File: config.mk
export PLATFORM = sky130hd
export DESIGN_NAME = wb_stage_flat
export DESIGN_NICKNAME = d
export VERILOG_FILES = /design/src/rtl/wb_stage_if.sv /design/src/rtl/wb_stage.sv /design/src/flat_wrapper.sv
export SDC_FILE = /design/constraint.sdc
export NUM_CORES = 1
export LEC_CHECK = 0
export BUFFER_PORTS_ARGS = -buffer_cell sky130_fd_sc_hd__buf_2
export CORE_UTILIZATION = 50
export CTS_BUF_LIST = sky130_fd_sc_hd__clkbuf_8
export DETAILED_ROUTE_END_ITERATION = 6
export PLACE_DENSITY = 0.82
export SLEW_MARGIN = 20
export SYNTH_ARGS = -nofsm -noshare
export SYNTH_HDL_FRONTEND = slang
export SYNTH_SLANG_ARGS = --single-unit
File: constraint.sdc
create_clock -name clk -period 2.5 [get_ports clk]
set_input_delay 0.625 -clock clk [delete_from_list [all_inputs] [get_ports clk]]
set_output_delay 0.625 -clock clk [all_outputs]
set_load 0.01 [all_outputs]
File: src/rtl/wb_stage_if.sv
// rtl/wb_stage_if.sv - exec-to-writeback instruction handshake bundle
interface wb_stage_if #(
    parameter int LANES  = 4,
    parameter int LANE_W = 16
);
    logic                      x_valid;
    logic [15:0]               x_pc;
    logic                      x_wen;
    logic [3:0]                x_rt;
    logic [LANE_W-1:0]         x_result;
    logic                      x_isJmp;
    logic                      x_isJz;
    logic                      x_isJnz;
    logic                      x_isJs;
    logic                      x_isJns;
    logic [LANE_W-1:0]         x_cond;
    logic [15:0]               x_target;
    logic                      x_is_vector_op;
    logic [LANES*LANE_W-1:0]   x_vresult;
    logic                      x_isHalt;
    logic                      wb_stall;

    modport master (
        output x_valid, x_pc, x_wen, x_rt, x_result,
        output x_isJmp, x_isJz, x_isJnz, x_isJs, x_isJns,
        output x_cond, x_target, x_is_vector_op, x_vresult, x_isHalt,
        input  wb_stall
    );

    modport slave (
        input  x_valid, x_pc, x_wen, x_rt, x_result,
        input  x_isJmp, x_isJz, x_isJnz, x_isJs, x_isJns,
        input  x_cond, x_target, x_is_vector_op, x_vresult, x_isHalt,
        output wb_stall
    );
endinterface

File: src/rtl/wb_stage.sv
// rtl/wb_stage.sv - writeback stage: scalar/vector RF writes, branch redirect, halt
module wb_stage #(
    parameter int  LANES  = 4,
    parameter int  LANE_W = 16,
    localparam int LW     = (LANES > 1) ? $clog2(LANES) : 1
) (
    input  logic              clk,
    input  logic              reset,
    wb_stage_if.slave         xi,
    output logic              rf_wen,
    output logic [3:0]        rf_waddr,
    output logic [LANE_W-1:0] rf_wdata,
    output logic              vrf_wen,
    output logic [3:0]        vrf_waddr,
    output logic [LW-1:0]     vrf_lane,
    output logic [LANE_W-1:0] vrf_wdata,
    output logic              flush,
    output logic [15:0]       redirect_pc,
    output logic              halted
);
    typedef enum logic [1:0] {
        S_IDLE   = 2'd0,
        S_VEC_WB = 2'd1,
        S_HALTED = 2'd2
    } state_t;

    state_t                  state_q, state_d;
    logic                    halted_q, halted_d;
    logic                    rf_wen_q, rf_wen_d;
    logic [3:0]              rf_waddr_q, rf_waddr_d;
    logic [LANE_W-1:0]       rf_wdata_q, rf_wdata_d;
    logic                    vrf_wen_q, vrf_wen_d;
    logic [3:0]              vrf_waddr_q, vrf_waddr_d;
    logic [LW-1:0]           vrf_lane_q, vrf_lane_d;
    logic [LANE_W-1:0]       vrf_wdata_q, vrf_wdata_d;
    logic                    flush_q, flush_d;
    logic [15:0]             redirect_q, redirect_d;
    logic [LANES*LANE_W-1:0] vec_q, vec_d;

    logic                    taken;
    logic [LW-1:0]           lane_nxt;

    assign taken = xi.x_isJmp
                 | (xi.x_isJz  & (xi.x_cond == '0))
                 | (xi.x_isJnz & (xi.x_cond != '0))
                 | (xi.x_isJs  &  xi.x_cond[LANE_W-1])
                 | (xi.x_isJns & ~xi.x_cond[LANE_W-1]);

    assign lane_nxt = vrf_lane_q + 1'b1;

    always_comb begin
        state_d     = state_q;
        halted_d    = halted_q;
        rf_wen_d    = 1'b0;
        rf_waddr_d  = rf_waddr_q;
        rf_wdata_d  = rf_wdata_q;
        vrf_wen_d   = 1'b0;
        vrf_waddr_d = vrf_waddr_q;
        vrf_lane_d  = vrf_lane_q;
        vrf_wdata_d = vrf_wdata_q;
        flush_d     = 1'b0;
        redirect_d  = redirect_q;
        vec_d       = vec_q;

        case (state_q)
            S_IDLE: begin
                if (xi.x_valid) begin
                    if (xi.x_isHalt) begin
                        state_d  = S_HALTED;
                        halted_d = 1'b1;
                    end else if (xi.x_is_vector_op) begin
                        // Lane 0 goes out on the cycle right after accept.
                        state_d     = S_VEC_WB;
                        vec_d       = xi.x_vresult;
                        vrf_wen_d   = 1'b1;
                        vrf_waddr_d = xi.x_rt;
                        vrf_lane_d  = '0;
                        vrf_wdata_d = xi.x_vresult[LANE_W-1:0];
                    end else begin
                        if (taken) begin
                            flush_d    = 1'b1;
                            redirect_d = xi.x_target;
                        end
                        if (xi.x_wen && (xi.x_rt != 4'd0)) begin
                            rf_wen_d   = 1'b1;
                            rf_waddr_d = xi.x_rt;
                            rf_wdata_d = xi.x_result;
                        end
                    end
                end
            end
            S_VEC_WB: begin
                if (vrf_lane_q == LW'(LANES - 1)) begin
                    state_d = S_IDLE;
                end else begin
                    vrf_wen_d   = 1'b1;
                    vrf_lane_d  = lane_nxt;
                    vrf_wdata_d = vec_q[lane_nxt*LANE_W +: LANE_W];
                end
            end
            S_HALTED: begin
                state_d = S_HALTED;
            end
            default: begin
                state_d = S_IDLE;
            end
        endcase
    end

    always_ff @(posedge clk) begin
        if (reset) begin
            state_q     <= S_IDLE;
            halted_q    <= 1'b0;
            rf_wen_q    <= 1'b0;
            rf_waddr_q  <= '0;
            rf_wdata_q  <= '0;
            vrf_wen_q   <= 1'b0;
            vrf_waddr_q <= '0;
            vrf_lane_q  <= '0;
            vrf_wdata_q <= '0;
            flush_q     <= 1'b0;
            redirect_q  <= '0;
            vec_q       <= '0;
        end else begin
            state_q     <= state_d;
            halted_q    <= halted_d;
            rf_wen_q    <= rf_wen_d;
            rf_waddr_q  <= rf_waddr_d;
            rf_wdata_q  <= rf_wdata_d;
            vrf_wen_q   <= vrf_wen_d;
            vrf_waddr_q <= vrf_waddr_d;
            vrf_lane_q  <= vrf_lane_d;
            vrf_wdata_q <= vrf_wdata_d;
            flush_q     <= flush_d;
            redirect_q  <= redirect_d;
            vec_q       <= vec_d;
        end
    end

    assign xi.wb_stall = (state_q != S_IDLE);
    assign rf_wen      = rf_wen_q;
    assign rf_waddr    = rf_waddr_q;
    assign rf_wdata    = rf_wdata_q;
    assign vrf_wen     = vrf_wen_q;
    assign vrf_waddr   = vrf_waddr_q;
    assign vrf_lane    = vrf_lane_q;
    assign vrf_wdata   = vrf_wdata_q;
    assign flush       = flush_q;
    assign redirect_pc = redirect_q;
    assign halted      = halted_q;
endmodule

File: src/flat_wrapper.sv
// flat-port wrapper written by rule: the top's interface ports become plain ports
module wb_stage_flat 
#(
    parameter int  LANES  = 4,
    parameter int  LANE_W = 16,
    localparam int LW     = (LANES > 1) ? $clog2(LANES) : 1
)
  (clk, reset, rf_wen, rf_waddr, rf_wdata, vrf_wen, vrf_waddr, vrf_lane, vrf_wdata, flush, redirect_pc, halted, xi_x_valid, xi_x_pc, xi_x_wen, xi_x_rt, xi_x_result, xi_x_isJmp, xi_x_isJz, xi_x_isJnz, xi_x_isJs, xi_x_isJns, xi_x_cond, xi_x_target, xi_x_is_vector_op, xi_x_vresult, xi_x_isHalt, xi_wb_stall);
  wb_stage_if #(.LANES(LANES), .LANE_W(LANE_W)) xi_i ();
  input  logic clk;
  input  logic reset;
  output logic rf_wen;
  output logic [3:0] rf_waddr;
  output logic [LANE_W-1:0] rf_wdata;
  output logic vrf_wen;
  output logic [3:0] vrf_waddr;
  output logic [LW-1:0] vrf_lane;
  output logic [LANE_W-1:0] vrf_wdata;
  output logic flush;
  output logic [15:0] redirect_pc;
  output logic halted;
  input wire logic [$bits(xi_i.x_valid)-1:0] xi_x_valid;
  input wire logic [$bits(xi_i.x_pc)-1:0] xi_x_pc;
  input wire logic [$bits(xi_i.x_wen)-1:0] xi_x_wen;
  input wire logic [$bits(xi_i.x_rt)-1:0] xi_x_rt;
  input wire logic [$bits(xi_i.x_result)-1:0] xi_x_result;
  input wire logic [$bits(xi_i.x_isJmp)-1:0] xi_x_isJmp;
  input wire logic [$bits(xi_i.x_isJz)-1:0] xi_x_isJz;
  input wire logic [$bits(xi_i.x_isJnz)-1:0] xi_x_isJnz;
  input wire logic [$bits(xi_i.x_isJs)-1:0] xi_x_isJs;
  input wire logic [$bits(xi_i.x_isJns)-1:0] xi_x_isJns;
  input wire logic [$bits(xi_i.x_cond)-1:0] xi_x_cond;
  input wire logic [$bits(xi_i.x_target)-1:0] xi_x_target;
  input wire logic [$bits(xi_i.x_is_vector_op)-1:0] xi_x_is_vector_op;
  input wire logic [$bits(xi_i.x_vresult)-1:0] xi_x_vresult;
  input wire logic [$bits(xi_i.x_isHalt)-1:0] xi_x_isHalt;
  output wire logic [$bits(xi_i.wb_stall)-1:0] xi_wb_stall;
  assign xi_i.x_valid = xi_x_valid;
  assign xi_i.x_pc = xi_x_pc;
  assign xi_i.x_wen = xi_x_wen;
  assign xi_i.x_rt = xi_x_rt;
  assign xi_i.x_result = xi_x_result;
  assign xi_i.x_isJmp = xi_x_isJmp;
  assign xi_i.x_isJz = xi_x_isJz;
  assign xi_i.x_isJnz = xi_x_isJnz;
  assign xi_i.x_isJs = xi_x_isJs;
  assign xi_i.x_isJns = xi_x_isJns;
  assign xi_i.x_cond = xi_x_cond;
  assign xi_i.x_target = xi_x_target;
  assign xi_i.x_is_vector_op = xi_x_is_vector_op;
  assign xi_i.x_vresult = xi_x_vresult;
  assign xi_i.x_isHalt = xi_x_isHalt;
  assign xi_wb_stall = xi_i.wb_stall;
  wb_stage #(.LANES(LANES), .LANE_W(LANE_W)) u_core (.clk(clk), .reset(reset), .xi(xi_i), .rf_wen(rf_wen), .rf_waddr(rf_waddr), .rf_wdata(rf_wdata), .vrf_wen(vrf_wen), .vrf_waddr(vrf_waddr), .vrf_lane(vrf_lane), .vrf_wdata(vrf_wdata), .flush(flush), .redirect_pc(redirect_pc), .halted(halted));
endmodule
==> qor.yml, run 1 <==
setup_path:
  path_class: "reg -> reg"
  required_ns: 2.77
  arrival_ns: 2.29
  crit_path_end_kind: "register"
  cp-start-kind: "register"
  crit_fanout: 17
timing:
  slew_violations: 0
  setup_viol: 0
  tightest_slew_ns: 0.760
  fin_setup_tns_ns: 0
  finClkSkew_ns: 0.00673
  hold_viol: 0
  grt_setup_unrepaired: "no"
  max_slew_margin_pct: 49.4
  timing.final.crit_share_pct: 80.7
  period_needed_ns: 2.02
  fmaxAchievable_ghz: 0.496
finish:
  final_util_pct: 66.8
  final_cell_mix: "188 x buf_2, 137 x nand2_1, 128 x dfxtp_1"
  area_delta_synth_final_pct: 27.5
  fillers: 812
  regArea_mm2: 0.00256
  layout_commonest_cell: "buf_2"
  final_cells: 889
  design_area_mm2: 0.00662
  nets: 886
  drive_above_1_share_pct: 34.2
  multi_input_area_mm2: 0.00245
status:
  status: "complete, no violations"
clocking:
  postCtsSetupBuffers: 0
  hold_buffers: 0
  clk_pin_slew_ns: 0.07
  htree_levels: 4
  cts_max_path_buffers: 2
  post_cts_resized: 0
  clock_latency_ns: 0.42
  cts_tree: "yes"
  numCtsBuffers: 17
  cts_num_sinks: 128
  clockRootBuffer: "clkbuf_8"
yosys:
  synth_simple_gate_area_share_pct: 19.0
  synthCells: 565
  syn-num-nets: 709
  syn_avg_cell_area_um2: 9.19
  syn_area_mm2: 0.00519
  synthMuxAreaShare_pct: 17.6
  synth_cell_types: 29
  yosysSeqAreaShare_pct: 49.3
  ys_warn_count: 0
  synth-xor-area-share_pct: 0
  ys_seq_elements: 128
  synth_top_family_by_area: "simple AND/OR/NAND/NOR gates"
  synth-adder-area-share_pct: 0.241
  synth_compound_area_share_pct: 10.1
detailed_routing:
  routed_wl_um: 13000
  drtIter0Drc: 267
  via_per_inst: 5.14
  drc: 0
  post_drt_wl_per_cell_um: 14.6
  dr.pass1.iters: 5
  antenna_left: 0
  num_vias: 4572
power:
  peakVddDrop_v: 0.000318
  p_leak_nw: 2.83
  pwr_density_cell_mw_per_mm2: 641
placement:
  gp_congestion: 0.817
  port_buffers: 189
  dp.cells: 856
  dp_hpwl_um: 9170
  dpl_cell_area_mm2: 0.00625
grt:
  grt_pass1_wl_um: 21000
  grt_use_total_pct: 24.5
  grt_max_degree: 84
  grt_pass1_vias: 4505
  antenna_found_initial: 1
  grt.overflow.total: 0
hold_path:
  hold_class: "in -> reg"
run:
  maxCapViolCount: 0
die:
  rows: 36
  ios: 206
  coreArea_mm2: 0.00991
  fp.dieH_um: 104
  start_util_pct: 52.4
  dieWidth_um: 104
  die_area_mm2: 0.0108
## worst max-delay path, stage by stage, from the launching register on
cell and delay, ns:
dfxtp_1 0.33, ha_1 0.28, buf_4 0.32, mux4_2 0.54
mux2i_1 0.29, a211oi_1 0.12
## synth_stat cells
master | instances | share of area (%)
nand2_1 | 138 | 10
dfxtp_1 | 128 | 49
a21oi_1 | 71 | 6.8
mux2i_1 | 54 | 10
nor2_1 | 44 | 3.2
nand2b_1 | 32 | 3.9
clkbuf_1 | 31 | 2.2
a211oi_1 | 16 | 2.3
mux4_2 | 16 | 6.9
buf_2 | 8 | 0.77
nor4_1 | 5 | 0.60
a211oi_2 | 2 | 0.48
buf_1 | 2 | 0.14
buf_4 | 2 | 0.29
nor3_1 | 2 | 0.19
a21o_1 | 1 | 0.14
a31oi_1 | 1 | 0.12
and2_1 | 1 | 0.12
buf_6 | 1 | 0.22
ha_1 | 1 | 0.24
inv_1 | 1 | 0.072
mux2i_2 | 1 | 0.26
nand3b_1 | 1 | 0.14
nand4_1 | 1 | 0.12
nor2b_1 | 1 | 0.12
nor3b_1 | 1 | 0.14
nor4b_2 | 1 | 0.29
o41ai_1 | 1 | 0.17
or4b_4 | 1 | 0.26
## routing by layer
layer / track usage [%] / wire length (um) / share of wire [%] / vias to the layer above
met5: 0 / 0 / 0 / -
met4: 12.1 / 224 / 1.7 / 0
met3: 6.08 / 1000 / 7.7 / 20
met2: 39.6 / 6220 / 48 / 193
met1: 30.6 / 5570 / 43 / 2091
li1: - / - / - / 2268
## metrics by stage
step | hold WS (ns) | power [mW] | setup WS [ns]
after detailed placement | 0.445 | 2.68 | 0.258
after floorplan | 0.433 | 2.47 | 0.503
after global routing | 0.412 | 4.43 | 0.403
after global placement | 0.439 | 2.67 | 0.321
final | 0.433 | 4.25 | 0.482
after CTS | 0.403 | 4.29 | 0.494
## flip-flops by register name, indices dropped and copies added, names as in the netlist
name                count
u_core.halted           1
u_core.rf_wen           1
u_core.redirect_pc     16
u_core.rf_waddr         4
u_core.vec_q           64
u_core.flush            1
u_core.vrf_lane         2
u_core.state_q          2
u_core.vrf_wen          1
u_core.vrf_waddr        4
u_core.rf_wdata        16
u_core.vrf_wdata       16
## power breakdown
part | switching (mW) | internal [mW] | total [mW]
registers | 0.0412 | 2.12 | 2.16
clock network | 0.758 | 0.849 | 1.61
logic | 0.258 | 0.225 | 0.482
## final timing paths
path	end	cells past startpoint	start	slack, ns
setup / recovery	u_core.vrf_wdata[0]	5	u_core.vrf_lane[1]	0.48
setup reg to reg	u_core.vrf_wdata[0]	5	u_core.vrf_lane[1]	0.48
hold reg to reg	u_core.vrf_waddr[2]	2	u_core.vrf_waddr[2]	0.45
hold / removal	u_core.vec_q[57]	3	xi_x_vresult[57]	0.43
## kinds of logic (layout without fill, tap and decap cells)
family,Yosys count,after routing
flip-flops,128,128
other,0,1
buffers and inverters,45,235
AO/OA/AOI/OAI,92,92
multiplexers,71,71
AND/OR/NAND/NOR,228,228
adder cells (fa/ha/maj),1,1
## area by class of cell
type                            instances  area share (%)
Sequential cell                       128            38.7
Clock buffer                           20            4.16
Multi-Input combinational cell        392            37.0
Timing Repair Buffer                  202            16.2
Clock inverter                         12            1.40
Tap cell                              133            2.51
Inverter                                1          0.0567
Antenna cell                            1          0.0378
Power figures use the tool's default switching activity.
==> inputs of run 2 (changes only) <==
clock period = 2 ns   (was 2.5 ns; I/O delays follow)
==> run 2 against run 1 <==
Compared with the run above: sequential share of layout area fell by 0.72 points; total power is 29% higher; clock skew is 0.0047 ns higher; non-clock buffer count increased by 4; clock power rose by 35%; combinational power is 30% higher; critical path depth is the same; sequential cell count stayed put; global-route usage rose by 0.34 points; clock-buffer cell count grew 2; via count is 0.44% lower; largest cell class unchanged; largest power group unchanged.
==> qor.yml, run 2 (synthesis results as in run 1) <==
timing:
  period_needed_ns: 1.90
  hold_viol: 0
  tightest_slew_ns: 0.602
  grt_setup_unrepaired: "no"
  max_slew_margin_pct: 59.8
  fmaxAchievable_ghz: 0.526
  slew_violations: 0
  setup_slack_ns: 0.0972
  setup_viol: 0
  finClkSkew_ns: 0.0114
  timing.final.crit_share_pct: 95.1
power:
  switching_share_pct: 23.8
  peakVddDrop_v: 0.000507
  p_seq_share_pct: 49.1
  pwr_density_cell_mw_per_mm2: 815
  pwr-share-clk_pct: 39.6
  switching_power_mw: 1.31
  p_int_mw: 4.19
  p_comb_share_pct: 11.4
  p_leak_nw: 2.90
finish:
  final_cell_mix: "188 x buf_2, 137 x nand2_1, 128 x dfxtp_1"
  final_util_pct: 68.1
  drive_above_1_share_pct: 34.2
  layout_commonest_cell: "buf_2"
  antenna_cells: 0
  area_delta_synth_final_pct: 29.9
  top_register: "u_core.vec_q"
  nets: 890
  largest_register_ffs: 64
setup_path:
  arrival_ns: 2.20
  r2r_cells: 5
  cp-start-kind: "register"
  crit_path_end_kind: "register"
  r2r_slack_ns: 0.1
  r2r_start: "u_core.vrf_lane[1]"
  r2r_end: "u_core.vrf_wdata[1]"
  required_ns: 2.30
  crit_fanout: 17
  path_class: "reg -> reg"
clocking:
  clock_latency_ns: 0.43
  hold_buffers: 0
  htree_levels: 4
  numCtsBuffers: 17
  post_cts_resized: 0
  cts_num_sinks: 128
  clockRootBuffer: "clkbuf_8"
  postCtsSetupBuffers: 0
  clk_pin_slew_ns: 0.07
  cts_max_path_buffers: 2
  cts_tree: "yes"
hold_path:
  hold_depth: 3
  hold_class: "in -> reg"
  hold_path_end: "u_core.vec_q[57]"
  min_from: "xi_x_vresult[57]"
detailed_routing:
  post_drt_wl_per_cell_um: 14.5
  drc: 0
  drtIter0Drc: 305
  num_vias: 4552
  via_per_inst: 5.11
  routed_wl_um: 12900
  dr.pass1.iters: 4
  antenna_left: 0
grt:
  grt_use_total_pct: 24.9
  grt_pass1_wl_um: 21300
  grt_max_degree: 70
  grt_pass1_vias: 4536
  grt.overflow.total: 0
  antenna_found_initial: 0
placement:
  dp_hpwl_um: 9300
  gp_congestion: 0.819
  pre_cts_slack_ns: -0.0214
  port_buffers: 189
die:
  ios: 206
  fp.dieH_um: 104
  rows: 36
  dieWidth_um: 104
  start_util_pct: 52.4
  coreArea_mm2: 0.00991
  die_area_mm2: 0.0108
status:
  status: "complete, no violations"
run:
  maxCapViolCount: 0
-- run 2: cell type report --
type	count	area, um^2
Multi-Input combinational cell	392	2450
Clock buffer	22	303
Tap cell	133	166
Clock inverter	8	87.6
Inverter	1	3.75
Sequential cell	128	2560
Timing Repair Buffer	206	1180
Fill cell	801	3160
-- run 2: critical path, cell delays in order (launching register included) --
cell and delay (ns):
dfxtp_1 0.33, ha_1 0.32, buf_12 0.19, mux4_2 0.51
mux2i_1 0.30, a211oi_1 0.13
-- run 2: per-layer routing --
metal | up-vias | GRT usage [%] | part of all wire, %
met5 | - | 0 | 0
met4 | 0 | 8.98 | 1.5
met3 | 16 | 6.58 | 6.2
met2 | 168 | 41.8 | 49
met1 | 2093 | 30.7 | 43
li1 | 2275 | - | -
-- run 2: how the worst max path moves through the flow --
stage | start | endpoint | slack (ns) | cells past startpoint
3_3_place_gp | xi_x_isHalt | u_core.rf_wdata[11] | 0.04 | 6
2_1_floorplan | u_core.vrf_lane[0] | u_core.vrf_wdata[10] | 0.006 | 6
5_1_grt | u_core.vrf_lane[1] | u_core.vrf_wdata[1] | 0.003 | 5
4_1_cts | u_core.vrf_lane[1] | u_core.vrf_wdata[1] | 0.07 | 5
6_report | u_core.vrf_lane[1] | u_core.vrf_wdata[1] | 0.1 | 5
3_5_place_dp | xi_x_isHalt | u_core.rf_waddr[2] | -0.02 | 6
-- run 2: power by group through the flow --
stage | Clock (mW) | Sequential, mW | Combinational (mW)
after CTS | 2.22 | 2.70 | 0.629
after floorplan | 0 | 2.77 | 0.312
after global routing | 2.32 | 2.71 | 0.687
after detailed placement | 0 | 2.75 | 0.626
after global placement | 0 | 2.75 | 0.610
final | 2.17 | 2.70 | 0.625
-- run 2: stage by stage --
step | cells | cell area, um^2 | power [mW] | hold WS [ns] | TNS (ns)
floorplan | 565 | 5190 | 3.08 | 0.433 | 0
global placement | 860 | 6360 | 3.36 | 0.439 | 0
detailed placement | 860 | 6360 | 3.38 | 0.446 | -0.0232
CTS | 890 | 6750 | 5.55 | 0.275 | 0
global route | 890 | 6750 | 5.72 | 0.283 | 0
finish | 890 | 6750 | 5.50 | 0.302 | 0
==> inputs of run 3 (changes only) <==
ABC_AREA = 1   (was not set)
==> run 3 against run 2 <==
Compared with the run above: clock skew is 0.0032 ns lower; total power rose by 11%; cell count grew 18%; sequential power grew 3%; wire length rose by 10%; maximum frequency increased by 9.2%; sequential share of layout area is 0.15 points lower; via count up 18%; critical path type unchanged; critical endpoint is now u_core.vrf_wdata[2]; highest routed layer unchanged.
==> qor.yml, run 3 <==
timing:
  fin_setup_tns_ns: 0
  period_needed_ns: 1.74
  max_slew_margin_pct: 76.2
  timing.final.crit_share_pct: 87.2
  finClkSkew_ns: 0.00822
  tightest_slew_ns: 0.356
  slew_violations: 0
  hold_viol: 0
  setup_viol: 0
  grt_setup_unrepaired: "no"
  setup_slack_ns: 0.257
  fmaxAchievable_ghz: 0.574
setup_path:
  crit_path_end_kind: "register"
  path_class: "reg -> reg"
  r2r_slack_ns: 0.26
  cp_slowest_cell: "ha_1"
  max_stage_delay_ns: 0.52
  crit_top_cell: "o21ai_0"
  r2r_end: "u_core.vrf_wdata[2]"
  arrival_ns: 2.11
  cp-start-kind: "register"
  crit_fanout: 16
  cp_cell_sequence: "ha_1 -> buf_12 -> o21ai_0 -> o211ai_1 -> o21ai_0 -> a21oi_1"
  required_ns: 2.37
  r2r_start: "u_core.vrf_lane[0]"
  r2r_cells: 6
yosys:
  netlist_top_cells_area: "dfxtp_1 49%, nor2_1 17%, o21ai_0 14%"
  yosysMostFrequentCell: "nor2_1"
  synthMuxAreaShare_pct: 0
  yosysSeqAreaShare_pct: 48.6
  synth_top_area_share_pct: 48.6
  ys_seq_elements: 128
  synth_top_family_by_area: "simple AND/OR/NAND/NOR gates"
  synth_simple_gate_area_share_pct: 23.3
  synth_commonest_cells: "240 x nor2_1, 145 x o21ai_0, 128 x dfxtp_1, 45 x a21oi_1, 34 x nand2_1"
  synth-xor-area-share_pct: 0
  ys_warn_count: 0
  synth_async_sr_flop_share_pct: 0
  syn-num-nets: 872
  synth_top_area_cell: "dfxtp_1"
  syn_avg_cell_area_um2: 7.25
  synthCells: 728
  synth_compound_area_share_pct: 20.6
  synth_cell_types: 27
  ys.flop_type: "dfxtp_1"
  synth-adder-area-share_pct: 0.237
  synth-edff-count: 0
  syn_area_mm2: 0.00528
finish:
  largest_register_ffs: 64
  design_area_mm2: 0.00678
  layout_commonest_cell: "nor2_1"
  final_cells: 1047
  area_delta_synth_final_pct: 28.4
  antenna_cells: 0
  final_cell_mix: "240 x nor2_1, 189 x buf_2, 145 x o21ai_0"
  nets: 1042
  fillers: 929
  drive_above_1_share_pct: 27.3
  regArea_mm2: 0.00256
  top_register: "u_core.vec_q"
  multi_input_area_mm2: 0.00233
hold_path:
  hold_depth: 3
  hold_path_end: "u_core.rf_wdata[15]"
  hold_class: "in -> reg"
  min_from: "xi_x_result[15]"
grt:
  grt_pass1_wl_um: 22700
  antenna_found_initial: 0
  grt_use_total_pct: 26.2
  grt_pass1_vias: 4753
  grt.overflow.total: 0
  grt_max_degree: 91
detailed_routing:
  drtIter0Drc: 476
  num_vias: 5351
  drc: 0
  post_drt_wl_per_cell_um: 13.5
  antenna_left: 0
  routed_wl_um: 14200
  dr.pass1.iters: 5
  via_per_inst: 5.11
status:
  status: "complete, no violations"
clocking:
  cts_tree: "yes"
  cts_num_sinks: 128
  post_cts_resized: 0
  clk_pin_slew_ns: 0.08
  postCtsSetupBuffers: 0
  numCtsBuffers: 17
  cts_max_path_buffers: 2
  clockRootBuffer: "clkbuf_8"
  hold_buffers: 0
  clock_latency_ns: 0.44
  htree_levels: 4
power:
  p_leak_nw: 3.11
  pwr_density_cell_mw_per_mm2: 904
  peakVddDrop_v: 0.000430
die:
  fp.dieH_um: 105
  coreArea_mm2: 0.0103
  die_area_mm2: 0.0110
  ios: 206
  dieWidth_um: 105
  rows: 37
  start_util_pct: 51.4
placement:
  dp.cells: 1015
  pre_cts_slack_ns: 0.302
  dpl_cell_area_mm2: 0.00631
  gp_congestion: 0.832
  dp_hpwl_um: 9860
  port_buffers: 189
run:
  maxCapViolCount: 0
## run 3: cell types whose count changed after synthesis, sizes merged, moves of 16 or more
cell	delta
a211oi	-17
a21oi	-26
inv	+33
mux2i	-55
mux4	-16
nand2	-102
nand2b	-32
nand3	+20
nor2	+200
o21ai	+146
## run 3: cells by family after synthesis
family	after synthesis
fa+ha+maj	1
flops	128
compound gates	210
simple gates	303
buf+inv	86
## run 3: cell type report
cell class | instances | area share [%]
well taps | 136 | 2.51
flip-flops and latches | 128 | 37.8
inverters | 34 | 1.88
repair buffers | 203 | 16.6
clock buffers | 18 | 3.66
clock inverters | 14 | 3.16
multi-input cells | 514 | 34.3
## run 3: worst max-delay path: cells and delay by family (launching register included)
kind                       cells  cell delay, ns
adders and majority gates      1            0.52
AOI/OAI and AO/OA              4            0.60
buffers and inverters          1            0.19
DFF                            1            0.35
## run 3: layer usage
metal / vias to the layer above / track usage (%) / wire length [um]
li1: 2713 / - / -
met1: 2383 / 36.0 / 6590
met2: 234 / 40.5 / 6250
met3: 21 / 6.30 / 1100
met4: 0 / 8.05 / 243
met5: - / 0 / 0
## run 3: power by group
group	internal [mW]	switching [mW]	leakage, nW
combinational	0.337	0.468	1.83
clock	1.52	1.03	0.230
sequential	2.69	0.0768	1.04
## run 3: worst max-delay path by stage
stage	from	slack (ns)	cells after the start	endpoint
2_1_floorplan	u_core.vrf_lane[0]	0.49	7	u_core.vrf_wdata[14]
3_3_place_gp	u_core.vrf_lane[0]	0.32	6	u_core.vrf_wdata[7]
3_5_place_dp	xi_x_cond[15]	0.30	10	u_core.redirect_pc[0]
4_1_cts	u_core.state_q[1]	0.28	3	xi_wb_stall
5_1_grt	u_core.vrf_lane[0]	0.1	7	u_core.vrf_wdata[11]
6_report	u_core.vrf_lane[0]	0.26	6	u_core.vrf_wdata[2]
## run 3: stage by stage
step	util (%)	hold WS, ns	power (mW)
final	65.9	0.301	6.13
after detailed placement	61.4	0.453	3.62
after CTS	65.9	0.289	6.14
after global routing	65.9	0.294	6.39
after floorplan	-	0.429	3.29
after global placement	61.4	0.445	3.61
